$ cat config.mk
export PLATFORM = sky130hd
export DESIGN_NAME = vip_matrix_window_ctrl
export DESIGN_NICKNAME = d
export VERILOG_FILES = /design/src/rtl/vip_pkg.sv /design/src/rtl/vip_edge_det.sv /design/src/rtl/vip_matrix_window_ctrl.sv
export SDC_FILE = /design/constraint.sdc
export NUM_CORES = 1
export LEC_CHECK = 0
export CAP_MARGIN = 20
export CORE_ASPECT_RATIO = 0.5
export CORE_MARGIN = 3
export CORE_UTILIZATION = 25
export DETAILED_ROUTE_END_ITERATION = 8
export GPL_TIMING_DRIVEN = 0
export SYNTH_ARGS = -nofsm -noshare
export SYNTH_HDL_FRONTEND = slang
export SYNTH_SLANG_ARGS = --single-unit
$ cat constraint.sdc
create_clock -name clk -period 4.23 [get_ports clk]
set_clock_uncertainty 0.15 [all_clocks]
set_input_delay 0.846 -clock clk [delete_from_list [all_inputs] [get_ports clk]]
set_output_delay 0.846 -clock clk [all_outputs]
set_load 0.01 [all_outputs]
$ cat src/rtl/vip_pkg.sv
// Shared types and helpers for the Video_Image_Processor 3x3 matrix control path.
package vip_pkg;

  localparam int unsigned VIP_CW = 10;

  typedef enum logic [1:0] {
    ST_IDLE      = 2'd0,
    ST_WAIT_LINE = 2'd1,
    ST_IN_LINE   = 2'd2,
    ST_FRAME_END = 2'd3
  } vip_state_e;

  function automatic logic [1:0] BANK_NEXT(input logic [1:0] b);
    return (b == 2'd2) ? 2'd0 : b + 2'd1;
  endfunction

endpackage

$ cat src/rtl/vip_edge_det.sv
// Registers a strobe once and flags its rising/falling edges against the live input.
module vip_edge_det (
  input  logic clk,
  input  logic rst_n,
  input  logic din,
  output logic q,
  output logic rise,
  output logic fall
);

  always_ff @(posedge clk or negedge rst_n) begin
    if (!rst_n) q <= 1'b0;
    else        q <= din;
  end

  assign rise = din & ~q;
  assign fall = ~din & q;

endmodule

$ cat src/rtl/vip_matrix_window_ctrl.sv
// Frame-timing controller for the 3x3 matrix: line RAM write/bank control,
// window-valid generation and sticky line/frame length error flags.
module vip_matrix_window_ctrl
  import vip_pkg::*;
#(
  parameter logic [VIP_CW-1:0] IMG_HDISP = 10'd640,
  parameter logic [VIP_CW-1:0] IMG_VDISP = 10'd480
) (
  input  logic              clk,
  input  logic              rst_n,
  input  logic              per_frame_vsync,
  input  logic              per_frame_href,
  input  logic              per_frame_clken,
  input  logic              err_clr,
  output logic              lb_wr_en,
  output logic [VIP_CW-1:0] lb_addr,
  output logic [1:0]        lb_wr_bank,
  output logic [1:0]        lb_rd_top,
  output logic [1:0]        lb_rd_mid,
  output logic              win_valid,
  output logic [VIP_CW-1:0] win_row,
  output logic [VIP_CW-1:0] win_col,
  output logic              frame_done,
  output logic              err_line,
  output logic              err_frame,
  output logic [1:0]        state
);

  vip_state_e        st;
  logic [VIP_CW-1:0] col_cnt, line_cnt, line_nxt, pix_col;
  logic              vs_q, vs_rise, vs_fall, hr_q, hr_rise, hr_fall;
  logic              pix_acc, pix_take, pix_in_img;
  logic              edge_unused;

  vip_edge_det u_vsync_edge (
    .clk  (clk),
    .rst_n(rst_n),
    .din  (per_frame_vsync),
    .q    (vs_q),
    .rise (vs_rise),
    .fall (vs_fall)
  );

  vip_edge_det u_href_edge (
    .clk  (clk),
    .rst_n(rst_n),
    .din  (per_frame_href),
    .q    (hr_q),
    .rise (hr_rise),
    .fall (hr_fall)
  );

  assign edge_unused = vs_q ^ vs_fall ^ hr_q;

  assign state     = st;
  assign lb_rd_top = BANK_NEXT(lb_wr_bank);
  assign lb_rd_mid = BANK_NEXT(BANK_NEXT(lb_wr_bank));

  // A pixel coinciding with the href rising edge is column 0 of the new line,
  // so the accept path also runs in WAIT_LINE on that edge.
  always_comb begin
    pix_acc    = per_frame_href & per_frame_clken & ~per_frame_vsync;
    pix_col    = (st == ST_IN_LINE) ? col_cnt : '0;
    pix_take   = pix_acc & ~vs_rise &
                 ((st == ST_IN_LINE) | ((st == ST_WAIT_LINE) & hr_rise));
    pix_in_img = (pix_col < IMG_HDISP) && (line_cnt < IMG_VDISP);
    line_nxt   = line_cnt + 10'd1;
  end

  always_ff @(posedge clk or negedge rst_n) begin
    if (!rst_n) begin
      st         <= ST_IDLE;
      col_cnt    <= '0;
      line_cnt   <= '0;
      lb_wr_bank <= '0;
      lb_wr_en   <= 1'b0;
      lb_addr    <= '0;
      win_valid  <= 1'b0;
      win_row    <= '0;
      win_col    <= '0;
      frame_done <= 1'b0;
      err_line   <= 1'b0;
      err_frame  <= 1'b0;
    end else begin
      lb_wr_en   <= 1'b0;
      win_valid  <= 1'b0;
      frame_done <= 1'b0;
      // Clear first so a same-cycle error set below takes priority.
      if (err_clr) begin
        err_line  <= 1'b0;
        err_frame <= 1'b0;
      end
      if (vs_rise) begin
        col_cnt    <= '0;
        line_cnt   <= '0;
        lb_wr_bank <= '0;
        if (st != ST_IDLE && line_cnt != IMG_VDISP) err_frame <= 1'b1;
        st <= ST_WAIT_LINE;
      end else begin
        case (st)
          ST_WAIT_LINE: begin
            if (hr_rise && !per_frame_vsync) begin
              st      <= ST_IN_LINE;
              col_cnt <= '0;
            end
          end
          ST_IN_LINE: begin
            if (hr_fall) begin
              if (col_cnt != IMG_HDISP) err_line <= 1'b1;
              line_cnt   <= line_nxt;
              lb_wr_bank <= BANK_NEXT(lb_wr_bank);
              if (line_nxt == IMG_VDISP) begin
                frame_done <= 1'b1;
                st         <= ST_FRAME_END;
              end else begin
                st <= ST_WAIT_LINE;
              end
            end
          end
          default: ;
        endcase
        if (pix_take) begin
          col_cnt <= (pix_col == '1) ? pix_col : pix_col + 10'd1;
          if (pix_in_img) begin
            lb_wr_en <= 1'b1;
            lb_addr  <= pix_col;
            if (line_cnt >= 10'd2 && pix_col >= 10'd2) begin
              win_valid <= 1'b1;
              win_row   <= line_cnt - 10'd1;
              win_col   <= pix_col - 10'd1;
            end
          end
        end
      end
    end
  end

endmodule

==> results.md, run 1 <==
* Area of the core at 0.0128 mm2
* Final Cycle Share at approximately 89%
* Setup crit start kind: register
* Die Ht at ~90 um
* Final non-filler cell total at 600
* Critical path fanouts, max at 10
* Synth area leaders: dfrtp_1 (46%), nand2_1 (6.1%), o21ai_0 (6.0%)
* Starting Density at roughly a quarter
* GRT Residual Overflow at 0
* Dpl cells at around 590
* Worst-margin pin slew at 772 ps
* Die W at around 170 um
* Data arrival time of the worst path at 3850 ps
* Vias at 2787
* Peak supply drop at 0.191 mV
* Number of global-route vias before repair at 2747
* Inserted Clock Buffers at 9
* Drt initial violations at 130
* Drc violations at 0
* Mean post-synth cell area at 9.02 um2
* Slew Limit Fails at 0
* Fin. Hold Viols at 0
* Post-Syn Area at 0.00331 mm2
* Hold WC Path Type: register to register
* Seq/Total Area, Yosys at 46.1%
* Synth cell types at 52
* Reg2reg path depth at 13
* Lkg Pwr at 1.96 nW
* Antenna cell count at 0
* Share of cells above drive strength 1 at 10.0%
* Area leader, netlist: dfrtp_1
* Final min period at approximately 3800 ps
* FMAX at 264 MHz
* Final HPWL DP at 6080 um
* I/O pin count at 49
* Post-synth top area share at 46.1%
* Outcome: finished clean
* Drt total wl at 8380 um
* Via density at 4.65
* Reg clk slew, reported paths at 50 ps
* First-pass GRT wire length at around 14000 um
* Setup CP Type: register to register
* H-Tree Depth at 3
* Placement row count at 29
* Clock root buffer: clkbuf_16
* Slew HR at 48.5%
* Cts repair resizes at 0
* Setup TNS at 0 ps
* Mapped Cells at 367
* Clk_lat worst skew at about 330 ps
* Final net count at roughly 440
* Die area at 0.0147 mm2
* Worst Path Required at 4290 ps
* Post-CTS Hold Fix Bufs at 0
* Overall global routing resource usage at 11.9%
* First-pass DRT Iterations at 4
* WHS Path Cells at 1
* #FFs+latches synth at a little over 60
* Maxcap violations at 0
* CP Capture Type: register
* Clock buffer depth at 2
* Placer Congestion at 0.904
* CTS Sinks at slightly above 60
* Synth Warn # at 0
* RSZ-0062 raised after global routing: no
* Pwr per Cell Area at 417 mW/mm2
* Syn nets at 382
* ANT nets after route at 0
* Setup Buffers After CTS at 0
* Buffers added on ports at 48
* Largest net degree at the start of global routing at 62
* Setup violations, final at 0
* Area growth syn-to-layout at 29.9%
* CTS tree: built
* Initial antenna violation count at 0
* Avg WL per Cell at 14.0 um
critical path: stages (launching register included):
cell,delay (ps)
dfrtp_1,410
inv_1,100
ha_1,240
buf_4,220
clkbuf_1,440
buf_1,370
nand2_1,200
inv_1,110
ha_1,220
nand3_1,120
or4_4,520
buf_6,150
and4_4,180
a32o_1,240
power breakdown:
| group | leakage [nW] | switching, mW | internal [mW] |
|---|---|---|---|
| registers | 0.840 | 0.0403 | 0.614 |
| clock network | 0.147 | 0.249 | 0.481 |
| logic | 0.972 | 0.232 | 0.175 |
metal layers:
layer / GRT usage, % / part of all wire, % / wire [um] / up-vias
met5: 0 / 0 / 0 / -
met4: 3.71 / 1.0 / 84 / 0
met3: 2.90 / 4.7 / 397 / 6
met2: 18.4 / 45 / 3730 / 65
met1: 16.4 / 50 / 4160 / 1334
li1: - / - / - / 1382
cells by family (layout without fill, tap and decap cells):
logic type	after synthesis	count (layout)	synth area share (%)
DFF	61	61	46.1
xor gates and xnor gates	20	20	5.29
and+or+nand+nor	146	146	22.7
AOI/OAI and AO/OA	86	86	15.7
adders and majority gates	9	9	3.40
muxes	1	1	0.340
buffers and inverters	44	107	6.46
Yosys cell counts, drive strengths merged:
library cell	count
a211oi	2
and2b	1
o211ai	3
o21ai	41
a21oi	18
nor2	25
nand3	18
or3	4
o311ai	1
o211a	1
and4	1
a31oi	1
buf	18
nor4b	3
xnor2	11
nand4b	2
a221oi	1
o31ai	1
nor3b	2
and3	3
nor4	4
nor2b	3
o32ai	1
xor2	9
and2	5
nor3	8
nand3b	1
a22o	4
nand2b	3
ha	9
dfrtp	61
mux2	1
clkbuf	12
nand4	5
a32o	1
or2	2
o41ai	1
nand2	54
or4	2
inv	14
a41oi	1
a21o	7
a211o	2
final cells by class:
cell class / count / area (um2)
Clock inverter: 4 / 47.5
Inverter: 14 / 52.6
Fill cell: 1319 / 8510
Timing Repair Buffer: 48 / 478
Tap cell: 170 / 213
Clock buffer: 11 / 253
Buffer: 30 / 161
Sequential cell: 61 / 1530
Multi-Input combinational cell: 262 / 1570
state kept, by name, summed over array words and instances (netlist names):
signal,count
col_cnt,10
lb_addr,10
line_cnt,10
win_col,10
win_row,10
lb_wr_bank,2
state,2
err_frame,1
err_line,1
frame_done,1
lb_wr_en,1
u_href_edge.q,1
u_vsync_edge.q,1
win_valid,1
path summary, 6_finish.rpt:
kind | start | to | slack, ps
max in group asynchronous | rst_n | lb_addr[6]$_DFFE_PN0P_ | 2980
max | state[0]$_DFFE_PN0P_ | col_cnt[4]$_DFFE_PN0P_ | 440
min | win_col[7]$_DFFE_PN0P_ | win_col[7]$_DFFE_PN0P_ | 330
max reg2reg | state[0]$_DFFE_PN0P_ | col_cnt[4]$_DFFE_PN0P_ | 440
min in group asynchronous | rst_n | win_col[3]$_DFFE_PN0P_ | 450
min reg2reg | win_col[7]$_DFFE_PN0P_ | win_col[7]$_DFFE_PN0P_ | 330
metrics by stage:
step	util (%)	hold slack [ps]	area (um2)	worst slack, ps	power [mW]
after floorplan	-	363	3310	1030	0.905
after global placement	31.3	316	4010	92.6	1.07
after detailed placement	31.2	323	4000	516	1.07
after CTS	33.6	333	4300	487	1.81
after global routing	33.6	356	4300	200	1.89
final	33.6	327	4300	445	1.79
placed cells by master (no fill, tap or decap), types with 5 or more instances in the layout:
cell and instances:
clkdlybuf4s50_1 47, nand4_1 5, nor2_1 25, nor3_1 8, nand3_1 17, buf_2 9, nand2_1 54, ha_1 9
inv_1 14, o21ai_0 40, a21o_1 7, a21oi_1 18, buf_4 5, dfrtp_1 61, clkbuf_1 12, clkbuf_16 9
xnor2_1 11, xor2_1 9
No activity file was read; power rests on OpenSTA's default activity.
==> run 2: changes to the inputs <==
--- a/config.mk
+++ b/config.mk
@@ -5,6 +5,7 @@
 export SDC_FILE = /design/constraint.sdc
 export NUM_CORES = 1
 export LEC_CHECK = 0
+export ABC_AREA = 1
 export CAP_MARGIN = 20
 export CORE_ASPECT_RATIO = 0.5
 export CORE_MARGIN = 3
==> results.md, run 2 <==
* Setup Buffers After CTS at 0 (unchanged)
* GRT Residual Overflow at 0 (unchanged)
* Setup TNS at 0 ps (unchanged)
* Compound-Gate Fraction of Synth Area at 10.7% (was 15.7%)
* Area leader, netlist: dfrtp_1 (unchanged)
* Slew HR at 47.5% (was 48.5%)
* Critical path fanouts, max at 5 (was 10)
* Clock buffer depth at 2 (unchanged)
* Commonest non-fill, non-tap cell in the layout: nand2_1 (was dfrtp_1)
* Hold WS at 330 ps (was 327 ps)
* Data arrival time of the worst path at 1580 ps (was 3850 ps)
* Cts repair resizes at 0 (unchanged)
* Final min period at 2580 ps (was 3790 ps)
* First-pass DRT Iterations at 4 (unchanged)
* Pwr per Cell Area at 413 mW/mm2 (was 417 mW/mm2)
* Top_reg_cell synth: dfrtp_1 (unchanged)
* Drt total wl at 8250 um (was 8380 um)
* Antenna cell count at 0 (unchanged)
* Buffers added on ports at 48 (unchanged)
* Worst-margin pin slew at 788 ps (was 772 ps)
* Post-Syn Area at 0.00326 mm2 (was 0.00331 mm2)
* CP Capture Type: output pin (was register)
* Most frequent cells in the layout: nand2_1 (125), dfrtp_1 (61), clkdlybuf4s50_1 (47), inv_1 (39), nor2_1 (39) (was dfrtp_1 (61), nand2_1 (54), clkdlybuf4s50_1 (47), o21ai_0 (40), nor2_1 (25))
* Clk_lat worst skew at 330 ps (about the same)
* Reg clk slew, reported paths at 50 ps (about the same)
* Largest family of logic cells by synthesized area: simple AND/OR/NAND/NOR gates (unchanged)
* Placer Congestion at 0.839 (was 0.904)
* Clock root buffer: clkbuf_16 (unchanged)
* Placement row count at 28 (was 29)
* Vias at 2784 (was 2787)
* Syn nets at 419 (was 382)
* Synth area leaders: dfrtp_1 (47%), nand2_1 (14%), inv_1 (4.5%) (was dfrtp_1 (46%), nand2_1 (6.1%), o21ai_0 (6.0%))
* Drc violations at 0 (unchanged)
* RSZ-0062 raised after global routing: no (unchanged)
* Post-synthesis adder-cell area fraction at 3.46% (was 3.40%)
* #FFs+latches synth at 61 (unchanged)
* Slew Limit Fails at 0 (unchanged)
* Area growth syn-to-layout at 29.6% (was 29.9%)
* Async SR Flop Fraction at 100% (unchanged)
* Post-CTS Hold Fix Bufs at 0 (unchanged)
* Worst Path Required at 3230 ps (was 4290 ps)
* Setup CP Type: register to output pin (was register to register)
* Xor and xnor area share after synthesis at 4.57% (was 5.29%)
* ANT nets after route at 0 (unchanged)
* Post-synth top area share at 46.9% (was 46.1%)
* Outcome: finished clean (unchanged)
* Die area at 0.0145 mm2 (was 0.0147 mm2)
* H-Tree Depth at 3 (unchanged)
* Die Ht at 86.7 um (was 87.4 um)
* Fin. Hold Viols at 0 (unchanged)
* Share of cells above drive strength 1 at 10.1% (was 10.0%)
* Avg WL per Cell at 13.1 um (was 14.0 um)
* I/O pin count at 49 (unchanged)
* Number of global-route vias before repair at 2687 (was 2747)
* CTS tree: built (unchanged)
* Initial antenna violation count at 0 (unchanged)
* Final HPWL DP at 6120 um (was 6080 um)
* Synth top cells by count: nand2_1 (125), dfrtp_1 (61), inv_1 (39), nor2_1 (39), nand3_1 (24) (was dfrtp_1 (61), nand2_1 (54), o21ai_0 (40))
* Final Cycle Share at 60.9% (was 89.5%)
* Count leader, synth: nand2_1 (was dfrtp_1)
* Overall global routing resource usage at 12.0% (was 11.9%)
* Peak supply drop at 0.221 mV (was 0.191 mV)
* Maxcap violations at 0 (unchanged)
* CTS Sinks at 61 (unchanged)
* Drt initial violations at 200 (was 130)
* FMAX at 388 MHz (was 264 MHz)
* Setup violations, final at 0 (unchanged)
* Die W at 167 um (was 169 um)
* Setup crit start kind: register (unchanged)
* Lkg Pwr at 2.08 nW (was 1.96 nW)
* Synth cell types at 31 (was 52)
* Seq/Total Area, Yosys at 46.9% (was 46.1%)
* Multiplexer share of the synthesized area at 0% (was 0.340%)
* Simple-Gate Fraction of Synth Area at 27.0% (was 22.7%)
* Largest net degree at the start of global routing at 62 (unchanged)
* Mapped Cells at 404 (was 367)
* Reg2Reg Setup Slack at 1670 ps (was 440 ps)
* Number of synthesized flops with an enable pin at 0 (unchanged)
* Final net count at 478 (was 441)
* Hold WC Path Type: register to register (unchanged)
* Starting Density at 26.6% (was 25.9%)
* Mean post-synth cell area at 8.06 um2 (was 9.02 um2)
* First-pass GRT wire length at 13800 um (was 14100 um)
* Inserted Clock Buffers at 9 (unchanged)
* Area of the core at 0.0123 mm2 (was 0.0128 mm2)
* Via density at 4.41 (was 4.65)
* Synth Warn # at 0 (unchanged)
-- run 2: cell count changes after synthesis, sizes merged, moves of 5 or more --
cell and change:
a21o -7, a21oi -12, and2 -5, buf -9, clkbuf -11, inv +28, nand2 +74, nand3 +7
nor2 +17, nor3 -5, xnor2 -8, xor2 +5
-- run 2: power by group --
group          switching (mW)  internal (mW)
logic                   0.225          0.172
registers              0.0373          0.627
clock network           0.243          0.440
total                   0.505           1.24
-- run 2: critical path: stages (launching register included) --
cell,delay [ps]
dfrtp_1,410
nor2_1,180
buf_4,140
clkdlybuf4s50_1,520
-- run 2: cell type report --
| class | count | area, um2 |
|---|---|---|
| buffer | 10 | 82.6 |
| timing repair buffer | 48 | 478 |
| multi-input combinational | 291 | 1490 |
| clock inverter | 1 | 5.00 |
| sequential | 61 | 1530 |
| tap | 165 | 206 |
| inverter | 42 | 158 |
| fill | 1277 | 8040 |
| clock buffer | 14 | 274 |
-- run 2: metal layers --
metal / wire length [um] / up-vias / GRT usage [%]
met2: 3730 / 53 / 19.0
met1: 4020 / 1307 / 16.0
li1: - / 1416 / -
met4: 117 / 0 / 4.23
met3: 389 / 8 / 3.19
met5: 0 / - / 0
-- run 2: final timing paths --
path / start / to / depth (start not counted)
worst min register to register: win_row[3]$_DFFE_PN0P_ / win_row[3]$_DFFE_PN0P_ / 2
max in group asynchronous: rst_n / lb_addr[7]$_DFFE_PN0P_ / 1
min in group asynchronous: rst_n / lb_wr_bank[0]$_DFFE_PN0P_ / 1
worst min-delay path: win_row[3]$_DFFE_PN0P_ / win_row[3]$_DFFE_PN0P_ / 2
worst max register to register: state[0]$_DFFE_PN0P_ / col_cnt[1]$_DFFE_PN0P_ / 12
worst max-delay path: lb_wr_bank[1]$_DFFE_PN0P_ / lb_rd_top[0] / 3
-- run 2: cells by family (layout without fill, tap and decap cells) --
group,after synthesis,in the layout
simple gates,209,209
flops,61,61
compound gates,56,56
buf+inv,52,115
xor+xnor,17,17
fa+ha+maj,9,9
-- run 2: per-stage QoR --
| stage | worst slack [ps] | cell area, um2 | total power [mW] | utilization, % | cells |
|---|---|---|---|---|---|
| finish | 1650 | 4220 | 1.74 | 34.4 | 632 |
| global route | 1440 | 4220 | 1.84 | 34.4 | 632 |
| CTS | 1640 | 4220 | 1.77 | 34.4 | 632 |
| detailed placement | 1300 | 3940 | 1.07 | 32.1 | 617 |
| global placement | 60.0 | 3940 | 1.07 | 32.2 | 617 |
| floorplan | 2050 | 3260 | 0.894 | - | 404 |
==> run 3: changes to the inputs <==
==> constraint.sdc (replaced) <==
create_clock -name clk -period 2.2 [get_ports clk]
set_clock_uncertainty 0.15 [all_clocks]
set_input_delay 0.44 -clock clk [delete_from_list [all_inputs] [get_ports clk]]
set_output_delay 0.44 -clock clk [all_outputs]
set_load 0.01 [all_outputs]
==> results.md, run 3 (synthesized netlist as in run 2, its figures left out) <==
* RSZ-0062 raised after global routing: yes (was no)
* Die W at 167 um (unchanged)
* Die Ht at 86.7 um (unchanged)
* Slowest CP cell: clkdlybuf4s50_1 (unchanged)
* Hold WS at 38.9 ps (was 330 ps)
* Crit path depth at 3 (unchanged)
* Area of the multi-input gates at 0.00156 mm2 (was 0.00149 mm2)
* Final net count at 486 (was 478)
* Hold WC Path Type: input port to async pin (was register to register)
* ANT nets after route at 0 (unchanged)
* CP Cell Sequence: nor2_2 > buf_4 > clkdlybuf4s50_1 (was nor2_1 > buf_4 > clkdlybuf4s50_1)
* Inserted Clock Buffers at 9 (unchanged)
* Via density at 4.42 (was 4.41)
* Max incr delay on CP at 520 ps (about the same)
* Antenna cell count at 0 (unchanged)
* Storage cell area at 0.00153 mm2 (about the same)
* Pwr per Cell Area at 800 mW/mm2 (was 413 mW/mm2)
* Die area at 0.0145 mm2 (unchanged)
* Final core utilization at 35.5% (was 34.4%)
* Overall global routing resource usage at 12.2% (was 12.0%)
* Sw Ratio at 29.2% (was 29.0%)
* GRT Residual Overflow at 0 (unchanged)
* Worst-margin pin slew at 789 ps (was 788 ps)
* H-Tree Depth at 3 (unchanged)
* Comb power frac at 25.7% (was 22.7%)
* Buf/Inv on CP at 2 (unchanged)
* Final Cycle Share at 96.3%
* First-pass DRT Iterations at 4 (unchanged)
* Buffers added on ports at 48 (unchanged)
* Clock buffer depth at 2 (unchanged)
* Slew Limit Fails at 0 (unchanged)
* Placer Congestion at 0.839 (unchanged)
* Clock Power Share at 37.6% (was 39.2%)
* Largest net degree at the start of global routing at 62 (unchanged)
* Commonest non-fill, non-tap cell in the layout: nand2_1 (unchanged)
* Post-CTS Hold Fix Bufs at 0 (unchanged)
* Drt initial violations at 195 (was 200)
* Initial antenna violation count at 0 (unchanged)
* Final instance area at 0.00435 mm2 (was 0.00422 mm2)
* Number of global-route vias before repair at 2727 (was 2687)
* I/O pin count at 49 (unchanged)
* Critical Path Start: lb_wr_bank[1]$_DFFE_PN0P_ (unchanged)
* Worst Path Required at 1610 ps (was 3230 ps)
* CTS Sinks at 61 (unchanged)
* Clk_lat worst skew at 330 ps (about the same)
* First-pass GRT wire length at 14000 um (was 13800 um)
* Peak supply drop at 0.422 mV (was 0.221 mV)
* Clock root buffer: clkbuf_16 (unchanged)
* Setup violations, final at 0 (unchanged)
* Area of the core at 0.0123 mm2 (unchanged)
* Placement row count at 28 (unchanged)
* Int Pwr at 2.46 mW (was 1.24 mW)
* R2R Path Start: state[1]$_DFFE_PN0P_ (was state[0]$_DFFE_PN0P_)
* Most frequent cells in the layout: nand2_1 (119), dfrtp_1 (60), clkdlybuf4s50_1 (47), nor2_1 (37), inv_1 (36) (was nand2_1 (125), dfrtp_1 (61), clkdlybuf4s50_1 (47), inv_1 (39), nor2_1 (39))
* Psw at 1.02 mW (was 0.505 mW)
* Sequential share of power at 36.7% (was 38.1%)
* Slew HR at 47.4% (was 47.5%)
* Pre-CTS setup slack at -340 ps (was 1300 ps)
* Data arrival time of the worst path at 1530 ps (was 1580 ps)
* FMAX at 472 MHz
* Layout fillers at 1262 (was 1277)
* Placed inst area at 0.00394 mm2 (unchanged)
* CTS tree: built (unchanged)
* Starting Density at 26.6% (unchanged)
* Drc violations at 0 (unchanged)
* Maxcap violations at 0 (unchanged)
* Setup CP Type: register to output pin (unchanged)
* Final min period at 2120 ps
* Setup crit start kind: register (unchanged)
* Final HPWL DP at 6120 um (unchanged)
* Family with the most delay on the worst path: buffers and inverters (unchanged)
* Outcome: finished clean (unchanged)
* Reg2reg path depth at 12 (unchanged)
* Drt total wl at 8470 um (was 8250 um)
* Lkg Pwr at 2.15 nW (was 2.08 nW)
* Avg WL per Cell at 13.2 um (was 13.1 um)
* Share of cells above drive strength 1 at 14.9% (was 10.1%)
* CP Capture Type: output pin (unchanged)
* Critical path fanouts, max at 5 (unchanged)
* Vias at 2830 (was 2784)
* Area growth syn-to-layout at 33.7% (was 29.6%)
* Reg clk slew, reported paths at 50 ps (about the same)
* Worst Slack Setup Final at 81.4 ps (was 1650 ps)
* Fin. Hold Viols at 0 (unchanged)
## run 3: power by group through the flow
| stage | clock, mW | sequential, mW | combinational [mW] |
|---|---|---|---|
| 2_1_floorplan | 0 | 1.31 | 0.409 |
| 4_1_cts | 1.34 | 1.28 | 0.847 |
| 5_1_grt | 1.39 | 1.29 | 0.984 |
| 3_5_place_dp | 0 | 1.30 | 0.768 |
| 6_report | 1.31 | 1.28 | 0.894 |
| 3_3_place_gp | 0 | 1.29 | 0.768 |
## run 3: stage by stage
step / setup TNS (ps) / power, mW / instances
final: 0 / 3.48 / 640
after global placement: -105570 / 2.06 / 617
after global routing: -214 / 3.67 / 640
after detailed placement: -12010 / 2.06 / 617
after CTS: 0 / 3.47 / 637
after floorplan: 0 / 1.72 / 404
## run 3: final cells by class
cell class                      instances  area share (%)
Inverter                               42            3.62
Clock inverter                          1           0.115
Tap cell                              165            4.74
Timing Repair Buffer                   56            12.4
Buffer                                 10            2.04
Sequential cell                        61            35.1
Multi-Input combinational cell        291            35.7
Clock buffer                           14            6.29
## run 3: worst paths after layout
path,endpoint,slack (ps)
setup / recovery,lb_rd_top[0],80
hold / removal,lb_wr_bank[0]$_DFFE_PN0P_,40
setup reg to reg,win_row[0]$_DFFE_PN0P_,90
hold reg to reg,win_row[3]$_DFFE_PN0P_,330
max in group asynchronous,state[1]$_DFFE_PN0P_,1320
min in group clk,win_row[3]$_DFFE_PN0P_,330
## run 3: routing by layer
layer	track usage [%]	vias to the layer above	wire (um)
li1	-	1428	-
met1	16.2	1350	4150
met2	19.4	44	3880
met3	3.19	8	320
met4	4.23	0	122
met5	0	-	0
## run 3: repair_timing
item,CTS,global route
endpoints found under the setup margin,40,42
setup buffers,5,3
hold endpoints to repair,0,0
gates cloned,0,0
pin swaps,3,2
gates resized for setup,11,14
